File: src/rtl/uart_pkg.sv
// Shared definitions for the UART MMIO bridge: register offsets, STATUS/IE bit
// positions and the transmit handshake state encoding.
package uart_pkg;

    localparam logic [3:0] ADDR_TXD    = 4'h0;
    localparam logic [3:0] ADDR_RXD    = 4'h4;
    localparam logic [3:0] ADDR_STATUS = 4'h8;
    localparam logic [3:0] ADDR_IE     = 4'hC;

    localparam int ST_RX_NEMPTY = 0;
    localparam int ST_RX_FULL   = 1;
    localparam int ST_TX_FULL   = 2;
    localparam int ST_TX_IDLE   = 3;
    localparam int ST_OVERRUN   = 4;

    localparam int IE_RX = 0;
    localparam int IE_TX = 1;

    typedef enum logic [1:0] {
        TX_IDLE = 2'd0,
        TX_REQ  = 2'd1,
        TX_BUSY = 2'd2
    } tx_state_t;

endpackage

File: src/rtl/uart_sync_fifo.sv
// Single-clock FIFO with registered occupancy count; full/empty derive from the count.
module uart_sync_fifo #(
    parameter int DATA_W  = 8,
    parameter int FIFO_AW = 3
) (
    input  logic              sysclk,
    input  logic              reset,
    input  logic              push,
    input  logic              pop,
    input  logic [DATA_W-1:0] din,
    output logic [DATA_W-1:0] dout,
    output logic              full,
    output logic              empty,
    output logic [FIFO_AW:0]  count
);

    logic [DATA_W-1:0]  mem [2**FIFO_AW];
    logic [FIFO_AW-1:0] wr_ptr;
    logic [FIFO_AW-1:0] rd_ptr;
    logic               push_ok;
    logic               pop_ok;

    // Count never exceeds the depth, so its MSB alone marks full.
    assign full    = count[FIFO_AW];
    assign empty   = (count == '0);
    assign push_ok = push & ~full;
    assign pop_ok  = pop & ~empty;
    assign dout    = mem[rd_ptr];

    always_ff @(posedge sysclk) begin
        if (push_ok) mem[wr_ptr] <= din;
    end

    always_ff @(posedge sysclk or negedge reset) begin
        if (!reset) begin
            wr_ptr <= '0;
            rd_ptr <= '0;
            count  <= '0;
        end else begin
            if (push_ok) wr_ptr <= wr_ptr + 1'b1;
            if (pop_ok)  rd_ptr <= rd_ptr + 1'b1;
            case ({push_ok, pop_ok})
                2'b10:   count <= count + 1'b1;
                2'b01:   count <= count - 1'b1;
                default: ;
            endcase
        end
    end

endmodule

File: src/rtl/uart_mmio_bridge.sv
// CPU-side register front end for the UART core with TX/RX FIFOs.
// Optional level interrupt and IE register are built when UART_IRQ_EN is defined.
module uart_mmio_bridge
    import uart_pkg::*;
#(
    parameter int FIFO_AW = 3
) (
    input  logic        sysclk,
    input  logic        reset,
    input  logic        sel,
    input  logic [3:0]  addr,
    input  logic        we,
    input  logic        rd,
    input  logic [31:0] wdata,
    output logic [31:0] rdata,
    output logic        irq,
    input  logic [7:0]  UART_RXD,
    input  logic        RX_EFF,
    output logic        RX_READ,
    output logic [7:0]  UART_TXD,
    output logic        TX_EN,
    input  logic        TX_STATUS
);

    logic             tx_push, tx_pop, tx_full, tx_empty;
    logic             rx_push, rx_pop, rx_full, rx_empty;
    logic [7:0]       tx_dout, rx_dout;
    logic [FIFO_AW:0] tx_count, rx_count;
    tx_state_t        tx_state;
    logic             overrun, overrun_clr, tx_idle;
    logic [1:0]       ie;
    logic [31:0]      status;
    logic             unused;

    assign tx_push     = sel & we & (addr == ADDR_TXD);
    assign rx_pop      = sel & rd & (addr == ADDR_RXD);
    assign overrun_clr = sel & we & (addr == ADDR_STATUS) & wdata[ST_OVERRUN];
    // RX_READ guard keeps the byte from being taken twice while RX_EFF falls.
    assign rx_push     = RX_EFF & ~RX_READ & ~rx_full;
    assign tx_pop      = (tx_state == TX_IDLE) & ~tx_empty & TX_STATUS;
    assign tx_idle     = tx_empty & (tx_state == TX_IDLE);
    assign unused      = ^{wdata[31:8], tx_count, rx_count};

    uart_sync_fifo #(.DATA_W(8), .FIFO_AW(FIFO_AW)) u_tx_fifo (
        .sysclk(sysclk), .reset(reset), .push(tx_push), .pop(tx_pop),
        .din(wdata[7:0]), .dout(tx_dout), .full(tx_full), .empty(tx_empty),
        .count(tx_count)
    );

    uart_sync_fifo #(.DATA_W(8), .FIFO_AW(FIFO_AW)) u_rx_fifo (
        .sysclk(sysclk), .reset(reset), .push(rx_push), .pop(rx_pop),
        .din(UART_RXD), .dout(rx_dout), .full(rx_full), .empty(rx_empty),
        .count(rx_count)
    );

    always_comb begin
        status               = '0;
        status[ST_RX_NEMPTY] = ~rx_empty;
        status[ST_RX_FULL]   = rx_full;
        status[ST_TX_FULL]   = tx_full;
        status[ST_TX_IDLE]   = tx_idle;
        status[ST_OVERRUN]   = overrun;
    end

    always_comb begin
        rdata = '0;
        if (sel) begin
            case (addr)
                ADDR_RXD:    if (!rx_empty) rdata = {24'h0, rx_dout};
                ADDR_STATUS: rdata = status;
                ADDR_IE:     rdata = {30'h0, ie};
                default:     ;
            endcase
        end
    end

    always_ff @(posedge sysclk or negedge reset) begin
        if (!reset) begin
            RX_READ <= 1'b0;
            overrun <= 1'b0;
        end else begin
            RX_READ <= rx_push;
            // A new overrun in the same cycle wins over a CPU clear.
            if (RX_EFF && rx_full) overrun <= 1'b1;
            else if (overrun_clr)  overrun <= 1'b0;
        end
    end

    always_ff @(posedge sysclk or negedge reset) begin
        if (!reset) begin
            tx_state <= TX_IDLE;
            TX_EN    <= 1'b0;
            UART_TXD <= 8'h00;
        end else begin
            case (tx_state)
                TX_IDLE: if (tx_pop) begin
                    UART_TXD <= tx_dout;
                    TX_EN    <= 1'b1;
                    tx_state <= TX_REQ;
                end
                TX_REQ: if (!TX_STATUS) begin
                    TX_EN    <= 1'b0;
                    tx_state <= TX_BUSY;
                end
                TX_BUSY: if (TX_STATUS) tx_state <= TX_IDLE;
                default: begin
                    TX_EN    <= 1'b0;
                    tx_state <= TX_IDLE;
                end
            endcase
        end
    end

`ifdef UART_IRQ_EN
    always_ff @(posedge sysclk or negedge reset) begin
        if (!reset) begin
            ie  <= '0;
            irq <= 1'b0;
        end else begin
            if (sel && we && (addr == ADDR_IE)) ie <= wdata[1:0];
            irq <= (ie[IE_RX] & ~rx_empty) | (ie[IE_TX] & tx_idle);
        end
    end
`else
    assign ie  = '0;
    assign irq = 1'b0;
`endif

endmodule

File: config.mk
export PLATFORM = sky130hd
export DESIGN_NAME = uart_mmio_bridge
export DESIGN_NICKNAME = d
export VERILOG_FILES = /design/src/rtl/uart_pkg.sv /design/src/rtl/uart_sync_fifo.sv /design/src/rtl/uart_mmio_bridge.sv
export SDC_FILE = /design/constraint.sdc
export NUM_CORES = 1
export LEC_CHECK = 0
export CAP_MARGIN = 15
export CORE_UTILIZATION = 55
export DETAILED_ROUTE_END_ITERATION = 10
export HOLD_SLACK_MARGIN = 0.03
export MAX_ROUTING_LAYER = met4
export PLACE_DENSITY = 0.81
export SLEW_MARGIN = 20
export SYNTH_ARGS = -nofsm -noshare
export SYNTH_HDL_FRONTEND = slang
export SYNTH_HIERARCHICAL = 1
export SYNTH_SLANG_ARGS = --single-unit
File: constraint.sdc
create_clock -name sysclk -period 3.35 [get_ports sysclk]
set_input_delay 0.5025 -clock sysclk [delete_from_list [all_inputs] [get_ports sysclk]]
set_output_delay 0.5025 -clock sysclk [all_outputs]
set_load 0.005 [all_outputs]
# Word-level counts from Yosys, hierarchy flattened

Memory sizes are Yosys's and may differ from the RTL's. A register that Yosys moved wholly into a read port is not among the register bits.
Cells that the tools add are included.

Bits in read-only memories: 0
Logic and storage cells: 82
Memory bits (writable): 128
Output and inout port bits: 43
Bits in registers: 25
Input port bits: 51
Latch bits: 0
Memories: 2

$lt $le $gt $ge: 0
Add/sub/neg operators: 8
Bitwise gates (word level): 21
Reductions and logical operators: 12
Equality and inequality tests: 11
Div/mod/pow operators: 0
Shift operators: 0
Multipliers: 0
Multiplexer cells: 18

Memories:

| memory        | words | width | rd ports | clocked after Yosys merged registers in | wr ports | line                 | text |
|---|---|---|---|---|---|---|---|
| u_rx_fifo.mem | 8     | 8     | 1        | 0                                       | 1        | uart_sync_fifo.sv:17 | `logic [DATA_W-1:0] mem [2**FIFO_AW];` |
| u_tx_fifo.mem | 8     | 8     | 1        | 1                                       | 1        | uart_sync_fifo.sv:17 |  |

Operator list:

| cell                                                                  | count |
|---|---|
| 8-bit 2-to-1 mux                                                      | 2 |
| 4-bit case mux with 2 select lines                                    | 2 |
| 8-bit case mux with 2 select lines                                    | 1 |
| 1-bit bitwise AND                                                     | 15 |
| 3-bit by 1-bit adder with 3-bit output, second input constant         | 4 |
| 4-bit zero test                                                       | 3 |
| 4-bit by 1-bit adder with 4-bit output, second input constant         | 2 |
| 1-bit 2-to-1 mux                                                      | 8 |
| 4-bit by 1-bit subtractor with 4-bit output, second input constant    | 2 |
| 2-bit by 1-bit equality test with 1-bit output, second input constant | 3 |
| 2-bit equality test, second input constant                            | 3 |
| 2-bit 2-to-1 mux                                                      | 3 |
| 1-bit inverter                                                        | 6 |
| 2-bit case mux with 3 select lines                                    | 1 |
| 3-bit AND reduction                                                   | 2 |
| 2-bit nonzero test                                                    | 3 |
| 4-bit by 3-bit equality test with 1-bit output, second input constant | 1 |
| 4-bit equality test, second input constant                            | 1 |
| 2-bit != test, second input constant                                  | 2 |
| 1-bit case mux with 3 select lines                                    | 1 |
| 2-bit zero test                                                       | 1 |
| 2-bit by 1-bit != test with 1-bit output, second input constant       | 1 |
| 2-bit AND reduction                                                   | 1 |
| 1-bit logical AND                                                     | 1 |
| 1-bit zero test                                                       | 1 |

# Logic depth before layout (Yosys ltp)

Depth in word-level cells: 7
Depth in mapped cells: 10
Mapped depth without buffers: 10

# Cells and area by module

The synthesis kept the hierarchy.

Modules (own cells, without submodules):

| module           | cells each | seq. area each (um^2) | area each (um^2) | instances |
|---|---|---|---|---|
| uart_sync_fifo   | 160        | 2172.1                | 3116.7           | 2 |
| uart_mmio_bridge | 82         | 325.3                 | 832.0            | 1 |

# Least setup slack after synthesis

No wires, ideal clock.

Path kind: flip-flop to flip-flop
Start: register u_tx_fifo.count[0]
End: register u_tx_fifo.count[3]
Cell stages (with the launch flop): 10
Path buffers: 0
Slack: 357 ps
Data required time: 3216 ps
Library setup time: 134 ps
Arrival time: 2860 ps
Cells stage by stage: dfrtp_1 nor4_1 nor3_4 o41ai_1 inv_1 ha_1 ha_1 or4b_2 o311ai_0 o211ai_1

Word-level cells in the longest chain between the ends: 7
Elaborated cells on any way between the ends: 11
Classes of those cells: 2 x add/sub; 2 x eq/ne; 1 x mux; 4 x bitwise; 2 x reduce/logical

RTL lines:

| element                                                                                      | line                   | text |
|---|---|---|
| start, declared                                                                              | uart_sync_fifo.sv:14   | `output logic [FIFO_AW:0] count` |
| start signal, assigned                                                                       | uart_sync_fifo.sv:43   | `2'b10: count <= count + 1'b1;` |
| start signal, assigned                                                                       | uart_sync_fifo.sv:44   | `2'b01: count <= count - 1'b1;` |
| 4-bit zero test (*)                                                                          | uart_sync_fifo.sv:25   | `assign empty = (count == '0);` |
| net tx_empty                                                                                 | uart_mmio_bridge.sv:25 | `logic tx_push, tx_pop, tx_full, tx_empty;` |
| 1-bit inverter (*)                                                                           | uart_mmio_bridge.sv:40 | `assign tx_pop = (tx_state == TX_IDLE) & ~tx_empty & TX_STATUS;` |
| 1-bit bitwise AND (*) (2 in a row)                                                           | uart_mmio_bridge.sv:40 |  |
| net tx_pop                                                                                   | uart_mmio_bridge.sv:25 |  |
| 1-bit bitwise AND (*)                                                                        | uart_sync_fifo.sv:27   | `assign pop_ok = pop & ~empty;` |
| net u_tx_fifo.pop_ok                                                                         | uart_sync_fifo.sv:21   | `logic pop_ok;` |
| 2-bit by 1-bit equality test with 1-bit output / 2-bit equality test (equally long branches) | uart_sync_fifo.sv:42   | `case ({push_ok, pop_ok})` |
| 4-bit case mux with 2 select lines / 2-bit nonzero test (equally long branches)              | --                     |  |

Mark *: on every way through the listed nets, which the timed path passes. The rest lies on a longest branch.
A chain may end at the register's enable or synchronous reset.

# Final worst setup path

Start: register u_rx_fifo.rd_ptr[0]
End: output port rdata[6]

Word-level cells in the longest chain between the ends: 4

RTL lines:

| element                            | line                   | text |
|---|---|---|
| start, declared                    | uart_sync_fifo.sv:19   | `logic [FIFO_AW-1:0] rd_ptr;` |
| start signal, assigned             | uart_sync_fifo.sv:41   | `if (pop_ok) rd_ptr <= rd_ptr + 1'b1;` |
| memory read 8 x 8 bit              | --                     |  |
| net rx_dout[6]                     | uart_mmio_bridge.sv:27 | `logic [7:0] tx_dout, rx_dout;` |
| 8-bit 2-to-1 mux                   | uart_mmio_bridge.sv:69 | `ADDR_RXD: if (!rx_empty) rdata = {24'h0, rx_dout};` |
| 8-bit case mux with 2 select lines | uart_mmio_bridge.sv:68 | `case (addr)` |
| 8-bit 2-to-1 mux                   | uart_mmio_bridge.sv:67 | `if (sel) begin` |
| end, declared                      | uart_mmio_bridge.sv:15 | `output logic [31:0] rdata,` |

The timed path passes the listed nets, and every way through them passes these cells.

==> summary.md <==
| Metric | Value |
|---|---|
| Status | complete, no violations |
| Dpl cells | ~630 |
| Post-Route WL | 12,900 um |
| Fin. Hold Viols | 0 |
| Setup crit end kind | output pin |
| Drt drc | 0 |
| Fill count | a little under 800 |
| RSZ-0062 raised after global routing | false |
| WS Path Type | register to output pin |
| Die H | 115 um |
| Share of cells above drive strength 1 | 19.6% |
| CTS Root Cell | clkbuf_16 |
| CP Cell Sequence | buf_4 -> mux4_1 -> mux2_2 -> and2_1 -> clkdlybuf4s50_1 |
| Hpwl dp | 8290 um |
| YS warnings | 6 |
| Final TNS setup | 0 ns |
| Pins over their slew limit | 0 |
| Startpoint types | register |
| Max Clock Freq | roughly 0.32 GHz |
| Clock Skew | 0.00734 ns |
| Total power | 6030 uW |
| Mean Syn Cell Area | between 15 and 20 um^2 |
| Initial Utilization | 57.5% |
| Normalized max-slew margin | about 38% |
| Layout Cells excl Fill | 663 |
| Slowest CP cell | mux4_1 |
| H-tree Lvls | 4 |
| Final ANT Viol Nets | 0 |
| PortBufs | 44 |
| Cell Int Power | between 4000 and 5000 uW |
| Post-Synthesis Cells | 400 |
| Final period util | between 90% and 100% |
| Seq pwr share | approximately 46% |
| Cell Area, Synth | between 7000 and 8000 um^2 |
| Most common cell after layout, fill and taps aside | edfxtp_1 |
| Initial antenna violation count | 0 |
| Max cap viols | 0 |
| Logic pwr share | about a quarter |
| Largest net degree at the start of global routing | 34 |
| TritonRoute pass-1 iters | 4 |
| Min cycle time layout | about 3.2 ns |
| Sw frac | between 20% and 30% |
| Vias in the first global route | between 3,000 and 4,000 |
| Chip width | between 100 and 150 um |
| Most frequent cells in the layout | edfxtp_1 (128), clkdlybuf4s50_1 (44), buf_4 (33) |
| Postcts setup bufs | 0 |
| Hold Crit Class | register to register |
| Slew @ Worst Pin | ~0.93 ns |
| GRT Total Usage | 22.9% |
| Area growth syn-to-layout | 17.9% |
| Worst-path clk slew | ~0.060 ns |
| Clock power frac | approximately 30% |
| Final #Nets | between 500 and 600 |
| Die area | 13,300 um^2 |
| Global route overflow | 0 |
| DR vias | around 3,700 |
| WP data required | 2.85 ns |
| Crit-path max cell delay | 0.59 ns |
| Detailed router's first-iteration violation count | about 240 |
| CTS Buf Count | 17 |
| Core area | around 12,000 um^2 |
| Resized cells post-CTS | 1 |
| VDD IR max | roughly 480 uV |
| Worst-path fanout max | 12 |
| CTS Hold Bufs | 0 |
| Max Buffers Root-to-Sink | 2 |
| First-pass GRT wire length | about 21,000 um |
| Routed length per placed instance | just under 20 um |
| Power per cell area | approximately 720 nW/um^2 |
| Diode count | 0 |
| Final setup viols | 0 |
| Register-to-register setup slack | a little over 0.3 ns |
| Clock sinks | roughly 160 |
| Critical path arrival | 2.66 ns |
| Routed vias/inst | 5.59 |
| I/O pin cnt | 94 |
| P_sw | ~1700 uW |
| Routability Congestion | between 0.8 and 0.9 |
| Leakage | ~0.003 uW |
| Number of core rows | 40 |
| Clock latency on the worst-skew pair | 0.42 ns |
| CTS tree | built |
flip-flops by register name, indices dropped and copies added, names as in the netlist, 4 cells and up:
signal           cells
u_rx_fifo/mem       64
UART_TXD             8
u_tx_fifo/count      4
u_tx_fifo/mem       64
u_rx_fifo/count      4
area by class of cell:
type                    instances  area (um^2)  area share [%]
multi-input cells             213         2140            25.7
flip-flops and latches        161         4670            56.2
well taps                     168          210            2.53
clock buffers                  17          425            5.12
inverters                      13         48.8           0.587
repair buffers                 77          688            8.28
clock inverters                14          133            1.60
metal layers:
metal	wire length (um)	GRT usage, %	share of wire (%)
met3	506	5.32	3.9
met5	0	-	0
met1	5160	26.3	40
met2	7000	38.8	54
met4	252	9.61	2.0
final timing paths:
path,from,to,cells after the start
min in group asynchronous,reset,UART_TXD[2],2
worst max-delay path,u_rx_fifo/rd_ptr[0],rdata[6],5
worst min-delay path,RX_READ,RX_READ,1
max in group asynchronous,reset,u_rx_fifo/rd_ptr[0],2
worst max register to register,u_rx_fifo/count[3],u_rx_fifo/count[3],7
worst min register to register,RX_READ,RX_READ,1
per-stage QoR:
step           utilization [%]  instance area [um^2]  hold WS (ns)  setup slack (ns)
2_1_floorplan                -                  7140         0.207             0.357
3_3_place_gp              63.2                  7750         0.453            0.0801
3_5_place_dp              63.2                  7750         0.465            0.0149
4_1_cts                   67.8                  8310         0.475             0.142
5_1_grt                   67.8                  8310         0.491            0.0777
6_report                  67.8                  8310         0.467             0.186
critical path: cells and delay by family, from the launching register on:
| kind | cells | cell delay [ns] |
|---|---|---|
| simple gates | 1 | 0.15 |
| buf+inv | 2 | 0.68 |
| mux | 2 | 0.87 |
| flops | 1 | 0.55 |
power by group through the flow:
stage | combinational, uW | clock [uW] | sequential (uW)
after floorplan | 1180 | 0 | 2590
after global placement | 1360 | 0 | 2780
after detailed placement | 1430 | 0 | 2800
after CTS | 1460 | 1850 | 2770
after global routing | 1600 | 1920 | 2810
final | 1450 | 1820 | 2760
(Power assumes the default switching activity.)
